$ cat config.mk
export PLATFORM = sky130hd
export DESIGN_NAME = frame_sequencer_flat
export DESIGN_NICKNAME = d
export VERILOG_FILES = /design/src/rtl/frame_sequencer_if.sv /design/src/rtl/frame_sequencer.sv /design/src/flat_wrapper.sv
export SDC_FILE = /design/constraint.sdc
export NUM_CORES = 1
export LEC_CHECK = 0
export CORE_ASPECT_RATIO = 0.9
export CORE_UTILIZATION = 45
export DETAILED_ROUTE_END_ITERATION = 16
export PLACE_DENSITY = 0.76
export SETUP_SLACK_MARGIN = 0.1
export SYNTH_ARGS = -nofsm -noshare
export SYNTH_HDL_FRONTEND = slang
export SYNTH_SLANG_ARGS = --single-unit
$ cat constraint.sdc
create_clock -name i_clk -period 6.2 [get_ports i_clk]
set_input_delay 1.86 -clock i_clk [delete_from_list [all_inputs] [get_ports i_clk]]
set_output_delay 1.86 -clock i_clk [all_outputs]
set_load 0.005 [all_outputs]
$ cat src/rtl/frame_sequencer_if.sv
// Handshake and data bundle between the frame sequencer, its payload source
// and the downstream line stage. The master modport is the sequencer side.
interface frame_sequencer_if #(
  parameter int DATA_W = 8
);
  logic              i_en;
  logic [DATA_W-1:0] i_pld_data;
  logic              i_pld_valid;
  logic              o_pld_ready;
  logic              i_line_ready;
  logic [DATA_W-1:0] o_frame_data;
  logic              o_frame_data_valid;
  logic              o_frame_data_fas;
  logic [1:0]        o_row_cnt;
  logic [10:0]       o_col_cnt;
  logic [15:0]       o_frame_cnt;
  logic              o_busy;
  logic              o_underrun;

  modport master (
    input  i_en, i_pld_data, i_pld_valid, i_line_ready,
    output o_pld_ready, o_frame_data, o_frame_data_valid, o_frame_data_fas,
           o_row_cnt, o_col_cnt, o_frame_cnt, o_busy, o_underrun
  );

  modport slave (
    output i_en, i_pld_data, i_pld_valid, i_line_ready,
    input  o_pld_ready, o_frame_data, o_frame_data_valid, o_frame_data_fas,
           o_row_cnt, o_col_cnt, o_frame_cnt, o_busy, o_underrun
  );
endinterface

$ cat src/rtl/frame_sequencer.sv
// Builds ROWS x COLS frames (overhead, payload, tail byte) into a one-beat output register.
// Optional macro FRAME_SEQ_UNDERRUN_FILL_EN: payload starvation inserts 0x00 fill beats.
module frame_sequencer #(
  parameter int ROWS    = 4,
  parameter int COLS    = 1041,
  parameter int OH_COLS = 16,
  parameter int DATA_W  = 8
) (
  input  logic                i_clk,
  input  logic                i_rst,
  frame_sequencer_if.master   bus
);

  typedef enum logic [1:0] {IDLE, OH, PLD, TAIL} state_t;

  localparam logic [1:0]  LAST_ROW = 2'(ROWS - 1);
  localparam logic [10:0] OH_LAST  = 11'(OH_COLS - 1);
  localparam logic [10:0] PLD_LAST = 11'(COLS - 2);

  function automatic logic [DATA_W-1:0] oh_byte(input logic [1:0] r, input logic [10:0] c);
    if (r == 2'd0 && c < 11'd3) return DATA_W'(8'hF6);
    if (r == 2'd0 && c < 11'd6) return DATA_W'(8'h28);
    return '0;
  endfunction

  state_t            state, state_nxt;
  logic [1:0]        row, row_nxt;
  logic [10:0]       col, col_nxt;
  logic [DATA_W-1:0] beat;
  logic              have_beat, load_ok, load, frame_done;

  logic [DATA_W-1:0] data_p1;
  logic              vld_p1, fas_p1;
  logic [1:0]        row_p1;
  logic [10:0]       col_p1;
  logic [15:0]       frame_cnt;
`ifdef FRAME_SEQ_UNDERRUN_FILL_EN
  logic              fill;
  logic              underrun_p1;
`endif

  // Stage p0: next-beat selection and position bookkeeping
  always_comb begin
    state_nxt  = state;
    row_nxt    = row;
    col_nxt    = col;
    beat       = '0;
    have_beat  = 1'b0;
    frame_done = 1'b0;
`ifdef FRAME_SEQ_UNDERRUN_FILL_EN
    fill       = 1'b0;
`endif
    load_ok    = !vld_p1 || bus.i_line_ready;

    case (state)
      OH: begin
        have_beat = 1'b1;
        beat      = oh_byte(row, col);
      end
      PLD: begin
        have_beat = bus.i_pld_valid;
        beat      = bus.i_pld_data;
`ifdef FRAME_SEQ_UNDERRUN_FILL_EN
        if (!bus.i_pld_valid) begin
          have_beat = 1'b1;
          beat      = '0;
          fill      = 1'b1;
        end
`endif
      end
      TAIL:    have_beat = 1'b1;
      default: have_beat = 1'b0;
    endcase

    load = load_ok && have_beat;

    case (state)
      IDLE: begin
        if (bus.i_en) begin
          state_nxt = OH;
          row_nxt   = 2'd0;
          col_nxt   = 11'd0;
        end
      end
      OH: begin
        if (load) begin
          col_nxt = col + 11'd1;
          if (col == OH_LAST) state_nxt = PLD;
        end
      end
      PLD: begin
        if (load) begin
          col_nxt = col + 11'd1;
          if (col == PLD_LAST) state_nxt = TAIL;
        end
      end
      TAIL: begin
        if (load) begin
          col_nxt = 11'd0;
          if (row == LAST_ROW) begin
            // i_en is only looked at here and in IDLE, so a frame always completes
            row_nxt    = 2'd0;
            frame_done = 1'b1;
            state_nxt  = bus.i_en ? OH : IDLE;
          end else begin
            row_nxt   = row + 2'd1;
            state_nxt = OH;
          end
        end
      end
      default: state_nxt = IDLE;
    endcase
  end

  // Stage p1: output beat register
  always_ff @(posedge i_clk) begin
    if (i_rst) begin
      state     <= IDLE;
      row       <= 2'd0;
      col       <= 11'd0;
      data_p1   <= '0;
      vld_p1    <= 1'b0;
      fas_p1    <= 1'b0;
      row_p1    <= 2'd0;
      col_p1    <= 11'd0;
      frame_cnt <= 16'd0;
    end else begin
      state     <= state_nxt;
      row       <= row_nxt;
      col       <= col_nxt;
      frame_cnt <= frame_cnt + 16'(frame_done);
      if (load) begin
        data_p1 <= beat;
        vld_p1  <= 1'b1;
        fas_p1  <= (state == OH) && (row == 2'd0) && (col == 11'd0);
        row_p1  <= row;
        col_p1  <= col;
      end else if (bus.i_line_ready) begin
        vld_p1  <= 1'b0;
      end
    end
  end

`ifdef FRAME_SEQ_UNDERRUN_FILL_EN
  always_ff @(posedge i_clk) begin
    if (i_rst) underrun_p1 <= 1'b0;
    else       underrun_p1 <= load && fill;
  end
  assign bus.o_underrun = underrun_p1;
`else
  assign bus.o_underrun = 1'b0;
`endif

  assign bus.o_pld_ready        = (state == PLD) && load_ok;
  assign bus.o_frame_data       = data_p1;
  assign bus.o_frame_data_valid = vld_p1;
  assign bus.o_frame_data_fas   = fas_p1;
  assign bus.o_row_cnt          = row_p1;
  assign bus.o_col_cnt          = col_p1;
  assign bus.o_frame_cnt        = frame_cnt;
  assign bus.o_busy             = (state != IDLE);

endmodule

$ cat src/flat_wrapper.sv
// flat-port wrapper written by rule: the top's interface ports become plain ports
module frame_sequencer_flat 
#(
  parameter int ROWS    = 4,
  parameter int COLS    = 1041,
  parameter int OH_COLS = 16,
  parameter int DATA_W  = 8
)
  (i_clk, i_rst, bus_i_en, bus_i_pld_data, bus_i_pld_valid, bus_i_line_ready, bus_o_pld_ready, bus_o_frame_data, bus_o_frame_data_valid, bus_o_frame_data_fas, bus_o_row_cnt, bus_o_col_cnt, bus_o_frame_cnt, bus_o_busy, bus_o_underrun);
  frame_sequencer_if #(.DATA_W(DATA_W)) bus_i ();
  input  logic i_clk;
  input  logic i_rst;
  input wire logic [$bits(bus_i.i_en)-1:0] bus_i_en;
  input wire logic [$bits(bus_i.i_pld_data)-1:0] bus_i_pld_data;
  input wire logic [$bits(bus_i.i_pld_valid)-1:0] bus_i_pld_valid;
  input wire logic [$bits(bus_i.i_line_ready)-1:0] bus_i_line_ready;
  output wire logic [$bits(bus_i.o_pld_ready)-1:0] bus_o_pld_ready;
  output wire logic [$bits(bus_i.o_frame_data)-1:0] bus_o_frame_data;
  output wire logic [$bits(bus_i.o_frame_data_valid)-1:0] bus_o_frame_data_valid;
  output wire logic [$bits(bus_i.o_frame_data_fas)-1:0] bus_o_frame_data_fas;
  output wire logic [$bits(bus_i.o_row_cnt)-1:0] bus_o_row_cnt;
  output wire logic [$bits(bus_i.o_col_cnt)-1:0] bus_o_col_cnt;
  output wire logic [$bits(bus_i.o_frame_cnt)-1:0] bus_o_frame_cnt;
  output wire logic [$bits(bus_i.o_busy)-1:0] bus_o_busy;
  output wire logic [$bits(bus_i.o_underrun)-1:0] bus_o_underrun;
  assign bus_i.i_en = bus_i_en;
  assign bus_i.i_pld_data = bus_i_pld_data;
  assign bus_i.i_pld_valid = bus_i_pld_valid;
  assign bus_i.i_line_ready = bus_i_line_ready;
  assign bus_o_pld_ready = bus_i.o_pld_ready;
  assign bus_o_frame_data = bus_i.o_frame_data;
  assign bus_o_frame_data_valid = bus_i.o_frame_data_valid;
  assign bus_o_frame_data_fas = bus_i.o_frame_data_fas;
  assign bus_o_row_cnt = bus_i.o_row_cnt;
  assign bus_o_col_cnt = bus_i.o_col_cnt;
  assign bus_o_frame_cnt = bus_i.o_frame_cnt;
  assign bus_o_busy = bus_i.o_busy;
  assign bus_o_underrun = bus_i.o_underrun;
  frame_sequencer #(.ROWS(ROWS), .COLS(COLS), .OH_COLS(OH_COLS), .DATA_W(DATA_W)) u_core (.i_clk(i_clk), .i_rst(i_rst), .bus(bus_i));
endmodule
After elaboration in Yosys (flattened, before gate mapping)
Cells that the tools add are included.

storage, ports and cells
  register bits = 54
  bits in latches = 0
  bits in writable memories = 0
  bits in read-only memories = 0
  input bits = 13
  output and inout port bits = 42
  memories = 0

operators by class
  add/subtract/negate cells = 3
  $mul = 0
  div/mod/pow operators = 0
  $lt $le $gt $ge = 2
  equal/unequal tests = 13
  shifts and indexed selects = 0
  multiplexer cells = 33
  bitwise gates (word level) = 0
  reduce and logical (&&, ||, !) cells = 19

operators with widths
  operator               number
  $mux 11                3
  $pmux 11 s3            1
  $mux 8                 4
  $mux 2                 10
  $add 16x1->16          1
  $pmux 8 s2             1
  $ne 2x1->1 const B     6
  $add 11x1->11 const B  1
  $eq 11x11->1 const B   1
  $eq 11x4->1 const B    1
  $logic_not 11->1       1
  $lt 11x2->1 const B    1
  $lt 11x3->1 const B    1
  $mux 1                 11
  $pmux 2 s4             1
  $eq 2x2->1 const B     3
  $logic_and 1x1->1      6
  $reduce_and 3->1       2
  $reduce_and 6->1       1
  $reduce_bool 2->1      3
  $logic_not 2->1        2
  $pmux 2 s2             1
  $reduce_or 2->1        2
  $add 2x1->2 const B    1
  5 further kinds        5

Logic depth before layout (Yosys ltp)
  word-level depth = 9
  gate-level depth with buffers = 13

Worst setup path before layout
No wires, ideal clock.

  path kind = input -> output
  start point = in bus_i_line_ready
  end point = out bus_o_pld_ready
  arrival = 2,242 ps
  path slack = 2,098 ps
  cell stages on the path = 2
  buffers on the path = 0
  cells stage by stage = nand2b_1 -> and2_1

between the ends
  longest elaborated chain between the ends = 2

RTL lines
  what               RTL line                RTL
  start, declared    flat_wrapper.sv:16      input wire logic [$bits(bus_i.i_line_ready)-1:0] bus_i_line_ready;
  $logic_or 1x1->1   frame_sequencer.sv:53   load_ok = !vld_p1 || bus.i_line_ready;
  $logic_and 1x1->1  frame_sequencer.sv:154  assign bus.o_pld_ready = (state == PLD) && load_ok;
  end, declared      flat_wrapper.sv:17      output wire logic [$bits(bus_i.o_pld_ready)-1:0] bus_o_pld_ready;

Every way passes these cells.

Final worst setup path
Ends and elaborated chain as after synthesis.

==> summary.txt <==
Status
  • Run status: complete, no violations

STA
  • Final hold violations: 0
  • Max_slew headroom: 30.87%
  • Slew @ Worst Pin: approximately 1.0 ns
  • RSZ-0062 raised after global routing: false
  • Setup Viol. Count Final: 0
  • Clock skew: roughly 0.0092 ns
  • Pins over their slew limit: 0
  • Tcrit/Tclk final: 82.52%
  • Fin crit period: a little over 5 ns
  • Fmax: a little under 0.2 GHz
  • Setup tns final: 0 ns

Cells and area
  • Most frequent cells in the layout: dfxtp_1 (54), clkdlybuf4s50_1 (53), nand2_1 (47), a21oi_1 (32), nand3_1 (21)
  • # nets final: around 390
  • Antenna diode count: 0
  • Share of layout cells above drive strength 1: 6.354%
  • Area Overhead vs Synth: 23.96%
  • Final core occ: ~58%
  • Most common cell after layout, fill and taps aside: dfxtp_1
  • Layout filler cell count: slightly above 500

Clock tree
  • CTS tree: done
  • Worst-Skew Late Latency: 0.31 ns
  • CTS Hold Bufs: 0
  • Num CTS Buffers: 5
  • CTS Buffer Depth: 2
  • Cts repair resizes: 0
  • Clk sinks: 54
  • Clk pin slew, worst setup/hold paths: ~0.10 ns
  • CTS Root Cell: clkbuf_8
  • Max H-tree Level: 2
  • Setup repair bufs after CTS: 0

Setup path
  • Critical path's slowest cell: clkdlybuf4s50_1
  • Critical Path Max Stage Delay: ~0.5 ns
  • Setup crit start kind: input port
  • R2r setup slk: 3.53 ns
  • Crit path cell chain: clkdlybuf4s50_1 > nand2b_1 > and2_1 > clkdlybuf4s50_1
  • CP required: ~4.3 ns
  • Crit. End Element: output pin
  • WP data arrival: around 3.3 ns
  • Largest fanout on the critical path: 7
  • CP most frequent cell: clkdlybuf4s50_1
  • Delay-heaviest family, CP: buffers and inverters
  • Critical path class: input port to output pin
  • WP buf/inv: 2

Synthesis
  • Post-synth top area cell: dfxtp_1
  • Post-Syn Area per Cell: around 8.5 µm²
  • Synth Warn #: 0
  • Number of synthesized flops with an enable pin: 0
  • Main area contributors after synthesis: dfxtp_1 (41%), nand2_1 (6.6%), a21oi_1 (6.0%)
  • Yosys reg bits: 54
  • Seq/Total Area, Yosys: between 40% and 50%
  • Synth top area share: between 40% and 50%
  • Unique cell type count in the Yosys netlist: between 50 and 60
  • Ys flop type: dfxtp_1
  • Ys async rst share: 0%
  • Syn nets: approximately 340
  • Cell area after synthesis: roughly 0.0027 mm²
  • Cells after synthesis: 314

Global route
  • GR peak layer: met2
  • All-layer global routing usage: between 10% and 20%
  • GRT met2 Usage: around a third
  • First-pass GRT wire length: ~10000 µm
  • Largest net degree at the start of global routing: 51
  • Met3 Usage GRT: under 10%
  • GRT met1 Usage: about a quarter
  • Grt total ovfl: 0
  • Initial antenna violation count: 0
  • Vias in the first global route: around 2100

Floorplan
  • Site Rows: 26
  • DIE WIDTH: ~83 µm
  • Die ar.: approximately 0.0062 mm²
  • Core area: 0.005693 mm²
  • Starting Density: between 40% and 50%
  • Die Y: between 70 and 80 µm
  • Io pins: 55

Detailed routing
  • WL final: between 6000 and 7000 µm
  • Vias/cell: approximately 5.6
  • 1st-iter DRT viols: ~200
  • DRC viols: 0
  • Pre-antenna DRT Iters: 4
  • Antenna viol nets, final: 0
  • WL per Instance: about 14 µm
  • Vias post-DR: 2418

Place
  • Post-DP HPWL: ~4200 µm
  • Routability congestion estimate: ~0.86
  • Buffers on Ports: 53

Pwr
  • Static leakage: roughly 1.1 nW
  • Cell Pwr Density: ~270 mW/mm²
  • Worst vdd ir: between 100 and 150 µV

Flow run
  • Max-cap viol count: 0

Hold path
  • Hold Crit Class: flop to flop
## path summary, 6_finish.rpt
check,startpoint,to,cells past startpoint
worst max-delay path,bus_i_line_ready,bus_o_pld_ready,4
worst min register to register,u_core.bus.o_col_cnt[10],u_core.bus.o_col_cnt[10],2
worst min-delay path,u_core.bus.o_col_cnt[10],u_core.bus.o_col_cnt[10],2
worst max register to register,u_core.state[0],u_core.bus.o_frame_cnt[14],11
## sequential cells by signal (all words and copies together), names as in the netlist
register	count
u_core.state	2
u_core.bus.o_col_cnt	11
u_core.bus.o_frame_data	8
u_core.bus.o_frame_data_valid	1
u_core.col	11
u_core.bus.o_row_cnt	2
u_core.row	2
u_core.bus.o_frame_data_fas	1
u_core.bus.o_frame_cnt	16
## layout make-up
| cell class | instances | area, µm² | area share, % |
|---|---|---|---|
| multi-input combinational | 233 | 1444 | 43.73 |
| sequential | 54 | 1081 | 32.74 |
| clock buffer | 6 | 82.58 | 2.501 |
| timing repair buffer | 55 | 545.5 | 16.52 |
| inverter | 12 | 45.04 | 1.364 |
| tap | 70 | 87.58 | 2.653 |
| clock inverter | 2 | 16.27 | 0.4926 |
## worst reg2reg max path, delay by kind of cell, from the launching register on
family	cells	cell delay [ns]
DFF	1	0.34
adders and majority gates	3	0.77
buffers and inverters	1	0.16
and+or+nand+nor	5	0.93
xor gates and xnor gates	1	0.16
AOI/OAI and AO/OA	1	0.18
## power by group
part	leakage (nW)	total, mW	switching [mW]	internal [mW]
sequential	0.435	0.364	0.00775	0.356
clock	0.0478	0.212	0.120	0.0922
combinational	0.616	0.301	0.196	0.105
## logic make-up after synthesis
| group | share of synthesized area (%) |
|---|---|
| and+or+nand+nor | 28.98 |
| AOI/OAI and AO/OA | 14.33 |
| DFF | 40.58 |
| buffers and inverters | 5.213 |
| adders and majority gates | 5.167 |
| xor gates and xnor gates | 3.617 |
| muxes | 1.973 |
| other | 0.1408 |
## layer usage
| metal | part of all wire [%] | up-vias |
|---|---|---|
| met5 | 0 | - |
| met4 | 1.4 | 0 |
| met3 | 4.5 | 11 |
| met2 | 46 | 70 |
| met1 | 48 | 1133 |
| li1 | - | 1204 |
## metrics by stage
step	area [µm²]	total power [mW]	hold slack [ns]	std cells	setup slack (ns)
3_3_place_gp	3203	0.6611	0.4424	424	1.131
4_1_cts	3302	0.8797	0.4636	432	1.087
5_1_grt	3302	0.9279	0.4734	432	1.016
6_report	3302	0.8772	0.4603	432	1.084
3_5_place_dp	3203	0.6685	0.4492	424	1.093
2_1_floorplan	2664	0.5900	0.4483	314	2.098
## synthesized netlist by cell type (all sizes together), types with 2 or more instances
master   instances
a21oi           32
a22oi            2
a31oi            3
a41oi            2
and2b            2
and3             4
buf              5
clkbuf          10
dfxtp           54
ha              11
inv             11
mux2             2
mux2i            3
nand2           47
nand2b           4
nand3           21
nand3b           6
nand4            6
nand4b           3
nor2            19
nor2b            3
nor3             5
nor4             8
o21ai           11
o2bb2ai          2
o31ai            4
or3              4
or4              6
xnor2            9
xor2             2
No activity file was read; power rests on OpenSTA's default activity.
